<file path="src/rtl/vram_bus_bridge_pkg.sv">
// Shared definitions for the CPU-to-display bus bridge: bus status codes,
// opm field positions and bridge FSM state encoding.
package vram_bus_bridge_pkg;

  typedef enum logic [1:0] {
    UMEM_OK_READY = 2'd0,
    UMEM_OK_OK    = 2'd1,
    UMEM_OK_HOLD  = 2'd2,
    UMEM_OK_FAULT = 2'd3
  } umem_ok_e;

  localparam int         OPM_WR_BIT  = 4;
  localparam int         OPM_OE_BIT  = 3;
  localparam logic [2:0] OPM_SIZE_QW = 3'b011;

  typedef enum logic [1:0] {
    ST_IDLE  = 2'd0,
    ST_ISSUE = 2'd1,
    ST_WAIT  = 2'd2,
    ST_DONE  = 2'd3
  } state_e;

  // A request is accepted only when exactly one of WR/OE is set.
  function automatic logic opm_is_access(input logic [4:0] opm);
    return opm[OPM_WR_BIT] ^ opm[OPM_OE_BIT];
  endfunction

endpackage

</file>
<file path="src/rtl/vram_bus_bridge.sv">
// Registered CPU MMIO to display-unit bus bridge with bounded WAIT.
// Optional macro VRAM_BRIDGE_TIMEOUT_EN enables the WAIT-state timeout counter.
module vram_bus_bridge
  import vram_bus_bridge_pkg::*;
#(
  parameter int TIMEOUT = 255
) (
  input  logic        clock,
  input  logic        reset,
  input  logic [31:0] reqAddr,
  input  logic [63:0] reqData,
  input  logic [4:0]  reqOpm,
  output logic [1:0]  reqOK,
  output logic [63:0] respData,
  output logic [31:0] vidAddr,
  output logic [63:0] vidDataOut,
  output logic [4:0]  vidOpm,
  input  logic [63:0] vidDataIn,
  input  logic [1:0]  vidOK
);

  state_e      state_r;
  logic [31:0] addr_r;
  logic [63:0] wdata_r;
  logic [4:0]  opm_r;
  logic [1:0]  ok_r;
  logic [63:0] resp_r;
  logic [31:0] vid_addr_r;
  logic [63:0] vid_data_r;
  logic [4:0]  vid_opm_r;
  logic        timeout_s;

`ifdef VRAM_BRIDGE_TIMEOUT_EN
  logic [7:0] cnt_r;

  assign timeout_s = (cnt_r == 8'(TIMEOUT - 1));

  // WAIT-cycle counter, cleared on every ISSUE
  always_ff @(posedge clock or negedge reset) begin
    if (!reset) begin
      cnt_r <= 8'd0;
    end else if (state_r == ST_ISSUE) begin
      cnt_r <= 8'd0;
    end else if ((state_r == ST_WAIT) && (vidOK != UMEM_OK_OK) && (vidOK != UMEM_OK_FAULT)) begin
      cnt_r <= cnt_r + 8'd1;
    end else begin
      cnt_r <= cnt_r;
    end
  end
`else
  logic unused_timeout_s;

  assign timeout_s        = 1'b0;
  assign unused_timeout_s = ^8'(TIMEOUT);
`endif

  // Bridge FSM with all CPU- and display-facing outputs registered
  always_ff @(posedge clock or negedge reset) begin
    if (!reset) begin
      state_r    <= ST_IDLE;
      addr_r     <= 32'd0;
      wdata_r    <= 64'd0;
      opm_r      <= 5'd0;
      ok_r       <= UMEM_OK_READY;
      resp_r     <= 64'd0;
      vid_addr_r <= 32'd0;
      vid_data_r <= 64'd0;
      vid_opm_r  <= 5'd0;
    end else begin
      case (state_r)
        ST_IDLE: begin
          vid_opm_r <= 5'd0;
          if (reqOpm == 5'd0) begin
            ok_r    <= UMEM_OK_READY;
            state_r <= ST_IDLE;
          end else if (opm_is_access(reqOpm)) begin
            addr_r  <= reqAddr;
            wdata_r <= reqData;
            opm_r   <= reqOpm;
            ok_r    <= UMEM_OK_HOLD;
            state_r <= ST_ISSUE;
          end else begin
            // Malformed opm never reaches the display unit.
            ok_r    <= UMEM_OK_FAULT;
            state_r <= ST_DONE;
          end
        end
        ST_ISSUE: begin
          vid_addr_r <= addr_r;
          vid_data_r <= wdata_r;
          vid_opm_r  <= opm_r;
          ok_r       <= UMEM_OK_HOLD;
          state_r    <= ST_WAIT;
        end
        ST_WAIT: begin
          if (vidOK == UMEM_OK_OK) begin
            if (!opm_r[OPM_WR_BIT]) begin
              resp_r <= vidDataIn;
            end else begin
              resp_r <= resp_r;
            end
            ok_r      <= UMEM_OK_OK;
            vid_opm_r <= 5'd0;
            state_r   <= ST_DONE;
          end else if ((vidOK == UMEM_OK_FAULT) || timeout_s) begin
            ok_r      <= UMEM_OK_FAULT;
            vid_opm_r <= 5'd0;
            state_r   <= ST_DONE;
          end else begin
            ok_r    <= UMEM_OK_HOLD;
            state_r <= ST_WAIT;
          end
        end
        ST_DONE: begin
          vid_opm_r <= 5'd0;
          // Both sides must be idle so neither sees a stale completion.
          if ((reqOpm == 5'd0) && (vidOK == UMEM_OK_READY)) begin
            ok_r    <= UMEM_OK_READY;
            state_r <= ST_IDLE;
          end else begin
            ok_r    <= ok_r;
            state_r <= ST_DONE;
          end
        end
        default: begin
          ok_r      <= UMEM_OK_READY;
          vid_opm_r <= 5'd0;
          state_r   <= ST_IDLE;
        end
      endcase
    end
  end

  assign reqOK      = ok_r;
  assign respData   = resp_r;
  assign vidAddr    = vid_addr_r;
  assign vidDataOut = vid_data_r;
  assign vidOpm     = vid_opm_r;

endmodule
</file>
<file path="config.mk">
export PLATFORM = sky130hd
export DESIGN_NAME = vram_bus_bridge
export DESIGN_NICKNAME = d
export VERILOG_FILES = /design/src/rtl/vram_bus_bridge_pkg.sv /design/src/rtl/vram_bus_bridge.sv
export SDC_FILE = /design/constraint.sdc
export NUM_CORES = 1
export LEC_CHECK = 0
export ABC_AREA = 1
export CORE_UTILIZATION = 35
export CTS_BUF_LIST = sky130_fd_sc_hd__clkbuf_2
export DETAILED_ROUTE_END_ITERATION = 10
export GPL_ROUTABILITY_DRIVEN = 1
export GPL_TIMING_DRIVEN = 0
export HOLD_SLACK_MARGIN = 0.1
export PLACE_DENSITY_LB_ADDON = 0.25
export SLEW_MARGIN = 40
export SYNTH_ARGS = -nofsm -noshare
export SYNTH_HDL_FRONTEND = slang
export SYNTH_SLANG_ARGS = --single-unit
</file>
<file path="constraint.sdc">
create_clock -name clock -period 1.7 [get_ports clock]
set_clock_uncertainty 0.1 [all_clocks]
set_input_delay 0.17 -clock clock [delete_from_list [all_inputs] [get_ports clock]]
set_output_delay 0.17 -clock clock [all_outputs]
set_load 0.05 [all_outputs]
</file>
Yosys cells after proc, flatten, opt, wreduce, memory -nomap -nowiden
Index checks and enable logic that the tools add are counted.

Word-level logic and storage cells: 40. Bits of input ports: 169. Register bits: 270.

Equality and inequality tests: 7. Reductions and logical operators: 7. Bitwise gates (word level): 3. Multiplexer cells: 14.

Operators by type and width (count): $pmux 2 s4 (2); $pmux 5 s3 (1); $mux 2 (6); $mux 5 (2); $eq 2x2->1 const B (3); $reduce_and 3->1 (2); $logic_not 5->1 (1); $eq 2x1->1 const B (2); $logic_not 2->1 (2); $mux 1 (3); $ne 3x3->1 const B (1); $ne 2x2->1 const B (1); $not 1->1 (2); $reduce_or 2->1 (1); $logic_and 1x1->1 (1); $xor 1x1->1 (1).

Depth between registers and ports, before layout
Gate-level depths: netlist of run 1.

Depth after elaboration: 4. Mapped depth: 8.

Worst setup path before layout of run 1
OpenSTA, ideal clock, no wires.

Path kind: reg2reg. Start point: register state_r[0]. End point: register addr_r[0]. Period minus slack after synthesis: 1.404 ns. Slack: 0.296 ns. Cell stages (with the launch flop): 7. Setup time: 0.117 ns. Data arrival time: 1.187 ns. Path through: dfrtp_1 -> nor2_4 -> nand2_2 -> buf_4 -> buf_2 -> nand2_1 -> nand2_1.

Word-level cells in the longest chain between the ends: 2.

Ends and longest elaborated chain: start: declaration (line vram_bus_bridge.sv:22) `state_e state_r;`; start signal: assignment (line vram_bus_bridge.sv:60) `state_r <= ST_IDLE;`; start signal: assignment (line vram_bus_bridge.sv:75) `state_r <= ST_IDLE;`; start signal: assignment (line vram_bus_bridge.sv:81) `state_r <= ST_ISSUE;`; $logic_not 2->1 (line vram_bus_bridge.sv:70) `case (state_r)`; $reduce_and 3->1 (no line); end signal: assignment (line vram_bus_bridge.sv:77) `addr_r <= reqAddr;`; end: declaration (line vram_bus_bridge.sv:23) `logic [31:0] addr_r;`.

No other way between the ends. A chain may end at the register's enable or synchronous reset.

Worst setup path after layout of run 1
Start point: register resp_r[13], in the netlist respData[13]. End point: output respData[13].

RTL lines: start: declaration (line vram_bus_bridge.sv:27) `logic [63:0] resp_r;`; start signal: assignment (line vram_bus_bridge.sv:98) `resp_r <= vidDataIn;`; start signal: assignment (line vram_bus_bridge.sv:100) `resp_r <= resp_r;`; end: declaration (line vram_bus_bridge.sv:14) `output logic [63:0] respData,`.

No word-level cell between the ends.

==> qor.csv, run 1 <==
metric,value,unit
endpoint_kind,output pin,
nets,1863,
postSynthCellCount,1033,
dp.final_hpwl,20.3,mm
maxSlewViolCount,0,
grt_max_degree,70,
setup_slack,-50.0,ps
cp_slowest_cell,dfrtp_1,
dr_wl_met3,2.38,mm
p_leak,9.06,nW
max-vdd-ir-drop,0.000886,V
place_congestion,0.795,
max-slew-margin-rel,67.4,%
cap_violations,0,
grt_pass1_wl,51.4,mm
io_buffers,335,
drt-vias-per-instance,4.54,
row_count,62,
core_area,28900,um2
drc,0,
cts_buffers,73,
vias,9642,
drt-wirelength-per-cell,15.4,um
rsz0062_at_grt,yes,
fin_crit,1750,ps
path_clk_slew,110,ps
max_freq,0.571,GHz
cts_tree,done,
drtIter0Drc,422,
area.growth.synth_to_final,69.6,%
root_buffer,clkbuf_2,
wl_met1,13.4,mm
status,finished with violations,
clock-sinks,270,
crit_arrival,1480,ps
synthesis.area,10300,um2
cp_max_fo,2,
pre_cts_ws,-581,ps
min_period_over_period,103,%
start_util,35.7,%
critPathKind,reg2out,
drtPass1Iterations,5,
grt.overflow.total,0,
cp_slowest_stage_delay,470,ps
grt_usage,21.4,%
wl,32.6,mm
hold_viol_final,0,
drive_gt1_share,25.4,%
yosys_warnings,0,
path_buf_inv,1,
setup_viol,1,
highest_layer,met4,
placed_cells,1756,
wl_met2,15.9,mm
io_pins,336,
yosysSeqAreaShare,65.6,%
fin_cells,2122,
clk_path_buf_depth,3,
holdWs,197,ps
required,1430,ps
die_h,174,um
start_kind,register,
worst_pin_slew,489,ps
crit_chain,buf_6,
clk_latency,800,ps
fp.dieW,174,um
hold_class,in2reg,
dieArea,30100,um2
critical_path.top_delay_family,flip-flops,
avgSynthCellArea,9.97,um2
grt_pass1_vias,9981,
antenna_found_initial,2,
synth_seq_cells,270,
postRouteAntennaNets,0,
yosysUniqueCellTypes,19,
power_density,1610,nW/um2
cts.htree.levels,3,
synth_nets,1202,
violations,setup timing,
nFillCells,2386,
register_area,6760,um2
setup_tns,-50.0,ps
multiInputGateArea,2760,um2
## layer usage
layer	track usage, %	up-vias
met5	0	-
met4	9.07	0
met3	5.83	67
met2	35.6	339
met1	26.0	4626
li1	-	4610
## synth_stat cells
master | n | area share (%)
o21ai_1 | 100 | 4.9
a21oi_1 | 68 | 3.3
nand2_1 | 211 | 7.7
buf_4 | 2 | 0.15
inv_2 | 1 | 0.036
nor2_4 | 2 | 0.22
xnor2_1 | 1 | 0.085
clkbuf_1 | 16 | 0.58
nand3_1 | 45 | 2.2
buf_6 | 2 | 0.22
o21ai_0 | 36 | 1.8
mux2_2 | 20 | 2.2
nor2_1 | 71 | 2.6
buf_1 | 1 | 0.036
nand2_2 | 1 | 0.061
dfrtp_1 | 270 | 66
inv_1 | 140 | 5.1
buf_2 | 35 | 1.7
mux2_4 | 11 | 1.6
## where the power goes
part / leakage [nW] / total [mW] / internal, mW / switching (mW)
Sequential: 3.24 / 9.64 / 8.30 / 1.34
Clock: 0.471 / 4.60 / 1.97 / 2.63
Combinational: 5.35 / 13.9 / 5.49 / 8.39
Total: 9.06 / 28.1 / 15.8 / 12.4
## through the flow
step                      utilization (%)  instance area (um2)  power, mW
final                                60.5                17500       28.1
after global routing                 60.5                17500       29.5
after CTS                            59.2                17100       27.6
after detailed placement             49.3                14200       21.4
after global placement               49.0                14100       21.3
after floorplan                         -                10300       16.8
## cell type report
| class | count | share of cell area [%] |
|---|---|---|
| Inverter | 141 | 3.03 |
| Clock inverter | 19 | 0.889 |
| Multi-Input combinational cell | 566 | 15.8 |
| Tap cell | 384 | 2.75 |
| Timing Repair Buffer | 586 | 34.2 |
| Sequential cell | 270 | 38.7 |
| Clock buffer | 97 | 2.78 |
| Buffer | 56 | 1.82 |
| Antenna cell | 3 | 0.0430 |
## cells by family after synthesis
logic type,synth area share [%]
simple gates,12.7
flops,65.6
compound gates,9.92
buf+inv,7.83
mux,3.79
xor+xnor,0.0851
## flip-flops by register name, indices dropped and copies added (netlist names)
name and flops:
opm_r 5, wdata_r 64, reqOK 2, vidAddr 32
vidOpm 5, respData 64, state_r 2, vidDataOut 64
addr_r 32
## path summary, 6_finish.rpt
path	slack [ps]	start	endpoint	cells past startpoint
worst max-delay path	-50	respData[13]	respData[13]	1
worst max register to register	90	state_r[1]	respData[50]	7
max in group asynchronous	140	reset	respData[9]	5
min in group asynchronous	320	reset	vidDataOut[47]	3
worst min-delay path	200	reqOpm[1]	opm_r[1]	4
worst min register to register	370	addr_r[5]	addr_r[5]	2
## layout by cell type, fill, tap and decap left out, types with 3 or more instances in the layout
cell type	instances
dfrtp_1	269
a21oi_1	68
o21ai_0	36
clkdlybuf4s50_1	165
o21ai_1	100
inv_1	139
buf_2	29
clkbuf_2	109
nor2_1	70
nand3_1	43
nand2_1	209
mux2_4	11
dlygate4sd3_1	172
buf_4	76
bufinv_16	3
buf_6	171
diode_2	3
clkbuf_1	4
buf_16	3
clkinv_1	14
mux2_2	20
## timing repair
action                                 4_1_cts  5_1_grt
setup buffers                               30       43
setup endpoints to repair                  380      247
gates resized for setup                   1181       30
hold buffers                               174        1
cloned                                       0        0
endpoints found under the hold margin      444        1
pin swaps                                    2        1
Power figures use the tool's default switching activity.
==> run 2: changes to the inputs <==
--- a/config.mk
+++ b/config.mk
@@ -5,7 +5,6 @@
 export SDC_FILE = /design/constraint.sdc
 export NUM_CORES = 1
 export LEC_CHECK = 0
-export ABC_AREA = 1
 export CORE_UTILIZATION = 35
 export CTS_BUF_LIST = sky130_fd_sc_hd__clkbuf_2
 export DETAILED_ROUTE_END_ITERATION = 10
@@ -13,6 +12,7 @@
 export GPL_TIMING_DRIVEN = 0
 export HOLD_SLACK_MARGIN = 0.1
 export PLACE_DENSITY_LB_ADDON = 0.25
+export REMOVE_ABC_BUFFERS = 1
 export SLEW_MARGIN = 40
 export SYNTH_ARGS = -nofsm -noshare
 export SYNTH_HDL_FRONTEND = slang
==> qor.csv, run 2 <==
metric,value,unit
row_count,63,
clk_latency,770,ps
io_pins,336,
path_clk_slew,100,ps
antenna_found_initial,1,
drc,0,
dieArea,31100,um2
avgSynthCellArea,17.6,um2
synth_top_cell_by_area,dfrtp_1,
required,2250,ps
grt_usage,19.3,%
postSynthCellCount,606,
dp.final_hpwl,17.3,mm
synth_top_family_by_area,multiplexers,
nFillCells,2112,
drt-vias-per-instance,4.49,
clk_path_buf_depth,3,
holdWs,257,ps
start_util,35.8,%
critPathKind,reg2reg,
clock-sinks,270,
layout.cells.most_common,dfrtp_1,
crit_arrival,2440,ps
die_h,176,um
rsz0062_at_grt,yes,
drtIter0Drc,201,
core_area,29800,um2
synthMuxAreaShare,30.9,%
setup_slack,-191,ps
grt.overflow.total,0,
violations,setup timing,
cts_buffers,74,
synth_seq_cells,270,
synthSimpleGateAreaFrac,1.48,%
yosys.area.top_type_share,63.4,%
io_buffers,335,
maxSlewViolCount,0,
hold_class,in2reg,
multiInputGateArea,3910,um2
async_reset_ff_share,100,%
p_leak,9.04,nW
synth_commonest_cells,"dfrtp_1 (270), mux2_2 (156), mux2_4 (99)",
power_density,879,nW/um2
drt-wirelength-per-cell,18.9,um
fp.dieW,176,um
drive_gt1_share,50.4,%
status,finished with violations,
yosysUniqueCellTypes,31,
wl,32.5,mm
start_kind,register,
fin_crit,1890,ps
ys.flop_type,dfrtp_1,
max-slew-margin-rel,74.4,%
yosys_warnings,0,
area.growth.synth_to_final,78.4,%
grt_max_degree,75,
synth-compound-area-share,1.17,%
yosysSeqAreaShare,63.4,%
max-vdd-ir-drop,0.000581,V
hold_viol_final,0,
synthesis.area,10700,um2
cts.htree.levels,3,
synth-xor-area-share,0.153,%
yosysMostFrequentCell,dfrtp_1,
grt_pass1_wl,46.6,mm
place_congestion,0.793,
postRouteAntennaNets,0,
grt_pass1_vias,8466,
vias,7712,
worst_pin_slew,385,ps
synth_adder_area_share,0,%
cp_max_fo,5,
cap_violations,0,
synth-edff-count,0,
ys_top_cells_by_area,"dfrtp_1 (63%), mux2_2 (16%), mux2_4 (14%)",
endpoint_kind,register,
setup_viol,210,
register_area,6760,um2
max_freq,0.529,GHz
cts_tree,done,
drtPass1Iterations,4,
min_period_over_period,111,%
setup_tns,-22200,ps
final_cell_mix,"dfrtp_1 (268), buf_6 (183), mux2_4 (181), dlygate4sd3_1 (171), clkdlybuf4s50_1 (167)",
root_buffer,clkbuf_2,
nets,1456,
==> run 2: cells by family after synthesis <==
group / after synthesis
simple gates: 27
compound gates: 19
xor+xnor: 1
mux: 259
buf+inv: 30
flops: 270
==> run 2: power breakdown <==
group / switching, mW / total, mW / leakage (nW) / internal, mW
Combinational: 2.40 / 4.63 / 5.01 / 2.23
Sequential: 0.446 / 7.49 / 3.54 / 7.05
Clock: 2.67 / 4.58 / 0.483 / 1.91
==> run 2: critical path, cell delays in order (launching register included) <==
cell and delay (ps):
dfrtp_2 460, or2_4 290, nor2_8 120, buf_12 140, buf_8 110, buf_8 120
buf_16 130, mux2_4 300
==> run 2: area by class of cell <==
class                           instances  share of cell area, %
Clock buffer                          104                   2.74
Clock inverter                         13                  0.560
Tap cell                              390                   2.57
Multi-Input combinational cell        306                   20.6
Inverter                                1                 0.0197
Sequential cell                       270                   35.6
Antenna cell                            1                 0.0132
Timing Repair Buffer                  634                   38.0
==> run 2: repair_timing <==
item                                    4_1_cts  5_1_grt
pin swaps                                     2        3
endpoints found under the hold margin       444        0
endpoints found under the setup margin      426      483
resized for setup                          1240       84
buffers inserted                             46       43
cloned                                       16        8
hold buffers                                171        0
==> run 2: per-layer routing <==
| metal | up-vias | share of wire, % | global-route usage, % |
|---|---|---|---|
| li1 | 3549 | - | - |
| met1 | 3798 | 41 | 23.0 |
| met2 | 322 | 49 | 31.8 |
| met3 | 43 | 8.5 | 7.54 |
| met4 | 0 | 1.6 | 6.50 |
| met5 | - | 0 | 0 |
==> run 2: worst paths after layout <==
path | start | to | slack, ps | cells after the start
setup reg to reg | state_r[1] | addr_r[4] | -190 | 7
hold reg to reg | addr_r[5] | vidAddr[5] | 380 | 1
max in group asynchronous | reset | addr_r[25] | 160 | 5
min in group asynchronous | reset | respData[47] | 360 | 3
hold / removal | reqOpm[4] | reqOK[0] | 260 | 4
setup / recovery | state_r[1] | addr_r[4] | -190 | 7
==> run 2: through the flow <==
step | power (mW) | setup WS [ps] | cell area, um2 | utilization, % | std cells
finish | 16.7 | -191 | 19000 | 63.8 | 1719
global route | 17.6 | -264 | 19000 | 63.8 | 1719
detailed placement | 11.4 | -871 | 14600 | 48.9 | 1321
CTS | 16.7 | -179 | 18300 | 61.3 | 1671
global placement | 11.3 | -11620 | 14200 | 47.6 | 1302
floorplan | 9.72 | -4040 | 10300 | - | 577
==> run 3: changes to the inputs <==
--- a/config.mk
+++ b/config.mk
@@ -5,13 +5,14 @@
 export SDC_FILE = /design/constraint.sdc
 export NUM_CORES = 1
 export LEC_CHECK = 0
+export ABC_AREA = 0
 export CORE_UTILIZATION = 35
 export CTS_BUF_LIST = sky130_fd_sc_hd__clkbuf_2
 export DETAILED_ROUTE_END_ITERATION = 10
 export GPL_ROUTABILITY_DRIVEN = 1
 export GPL_TIMING_DRIVEN = 0
 export HOLD_SLACK_MARGIN = 0.1
-export PLACE_DENSITY_LB_ADDON = 0.25
+export PLACE_DENSITY = 0.68
 export REMOVE_ABC_BUFFERS = 1
 export SLEW_MARGIN = 40
 export SYNTH_ARGS = -nofsm -noshare
==> constraint.sdc (replaced) <==
create_clock -name clock -period 2.4 [get_ports clock]
set_clock_uncertainty 0.1 [all_clocks]
set_input_delay 0.24 -clock clock [delete_from_list [all_inputs] [get_ports clock]]
set_output_delay 0.24 -clock clock [all_outputs]
set_load 0.05 [all_outputs]
==> qor.csv, run 3 (same netlist as run 2, synthesis figures left out) <==
metric,value,unit
required,3010,ps
power_density,673,nW/um2
fin_crit,2420,ps
path_clk_slew,100,ps
max-vdd-ir-drop,0.000396,V
rsz0062_at_grt,no,
vias,7297,
path_common_cell,dlygate4sd3_1,
highest_layer,met4,
post-route-util,57.0,%
cts_buffers,75,
drt-wirelength-per-cell,16.5,um
min_period_over_period,101,%
grt_max_degree,67,
io_buffers,335,
max_freq,0.413,GHz
fin_cells,1629,
io_pins,336,
cts.htree.levels,3,
comb_power_share,24.7,%
drtIter0Drc,209,
place_congestion,0.741,
crit_chain,"dlygate4sd3_1, clkdlybuf4s50_1, or4_1, nor2_1, a221oi_1, dlygate4sd3_1",
clkPwrFrac,29.8,%
placed_cells,1322,
clk_latency,820,ps
dieArea,31100,um2
clk_path_buf_depth,3,
drt-vias-per-instance,4.48,
core_area,29800,um2
area.growth.synth_to_final,59.5,%
critPathKind,in2reg,
crit_arrival,3040,ps
seqPwrFrac,45.6,%
p_total,11.4,mW
antenna_found_initial,1,
p_leak,8.82,nW
switching_power,3.80,mW
dr_wl_met3,2.46,mm
dp.final_hpwl,17.8,mm
setup_viol,1,
start_kind,input port,
cp_max_fo,6,
cp_slowest_cell,or4_1,
drive_gt1_share,33.1,%
grt_pass1_wl,42.8,mm
drtPass1Iterations,4,
nets,1353,
start_util,35.8,%
layout.cells.most_common,dfrtp_1,
violations,setup timing,
final_cell_mix,"dfrtp_1 (270), clkdlybuf4s50_1 (172), dlygate4sd3_1 (169), mux2_2 (156), dlygate4sd2_1 (131)",
clock-sinks,270,
root_buffer,clkbuf_2,
p_int,7.63,mW
p_sw_share,33.2,%
drc,0,
cap_violations,0,
wl,26.8,mm
die_h,176,um
max-slew-margin-rel,61.3,%
cp_slowest_stage_delay,690,ps
wl_met2,13.1,mm
wl_met1,10.8,mm
holdWs,237,ps
grt_pass1_vias,8067,
stdcell_area,17000,um2
worst_pin_slew,583,ps
hold_viol_final,0,
endpoint_kind,register,
status,finished with violations,
placedInstanceArea,14600,um2
grt_usage,17.5,%
row_count,63,
fp.dieW,176,um
postRouteAntennaNets,0,
hold_class,in2reg,
cts_tree,done,
setup_slack,-21.3,ps
maxSlewViolCount,0,
grt.overflow.total,0,
-- run 3: changes by cell type in the layout (fill, tap and decap cells not counted), moves of 8 or more --
cell and change:
buf_12 -15, buf_16 -13, buf_4 -47, buf_6 -181, clkbuf_16 -8, clkbuf_2 +10, dlygate4sd2_1 +131, dlymetal6s2s_1 +31
mux2_2 +82, mux2_4 -82
-- run 3: routing by layer --
layer	GRT usage [%]	vias up
li1	-	3356
met1	20.1	3602
met2	29.3	297
met3	6.89	42
met4	6.11	0
met5	0	-
-- run 3: power by group through the flow --
| stage | logic [mW] | clock network [mW] | registers (mW) |
|---|---|---|---|
| 6_report | 2.82 | 3.40 | 5.21 |
| 5_1_grt | 2.95 | 3.84 | 5.27 |
| 4_1_cts | 2.84 | 3.61 | 5.21 |
| 3_5_place_dp | 2.79 | 0 | 5.31 |
| 3_3_place_gp | 2.74 | 0 | 5.30 |
| 2_1_floorplan | 0.478 | 0 | 6.41 |
-- run 3: path summary, 6_finish.rpt --
kind	startpoint	end	slack (ps)	depth (start not counted)
max	reqOpm[4]	state_r[0]	-20	6
min	reqOpm[3]	opm_r[4]	240	2
max reg2reg	state_r[0]	wdata_r[3]	140	6
min reg2reg	wdata_r[18]	vidDataOut[18]	340	1
max in group asynchronous	reset	wdata_r[18]	760	6
min in group asynchronous	reset	respData[2]	400	4
-- run 3: area by class of cell --
cell class,count,area (um2)
timing repair buffer,530,5440
fill,2386,12800
clock buffer,114,571
antenna,1,2.50
tap,390,488
multi-input combinational,306,3590
inverter,1,3.75
sequential,270,6760
clock inverter,17,135
-- run 3: critical path, delay by kind of cell --
family                 cells  cell delay [ps]
buffers and inverters      3             1690
AND/OR/NAND/NOR            2              970
AO/OA/AOI/OAI              1              150
-- run 3: stage by stage --
step | worst slack, ps | TNS [ps]
global route | 0.214 | 0
finish | -21.3 | -21.3
CTS | 0.292 | 0
global placement | -10830 | -3828920
detailed placement | -280 | -16640
floorplan | -3340 | -404890
-- run 3: timing repair --
| item | in CTS | in global routing |
|---|---|---|
| hold buffers | 170 | 0 |
| endpoints found under the hold margin | 440 | 0 |
| gates cloned | 0 | 0 |
| endpoints found under the setup margin | 211 | 31 |
| pin swaps | 2 | 0 |
| setup buffers | 5 | 0 |
| resized for setup | 131 | 31 |
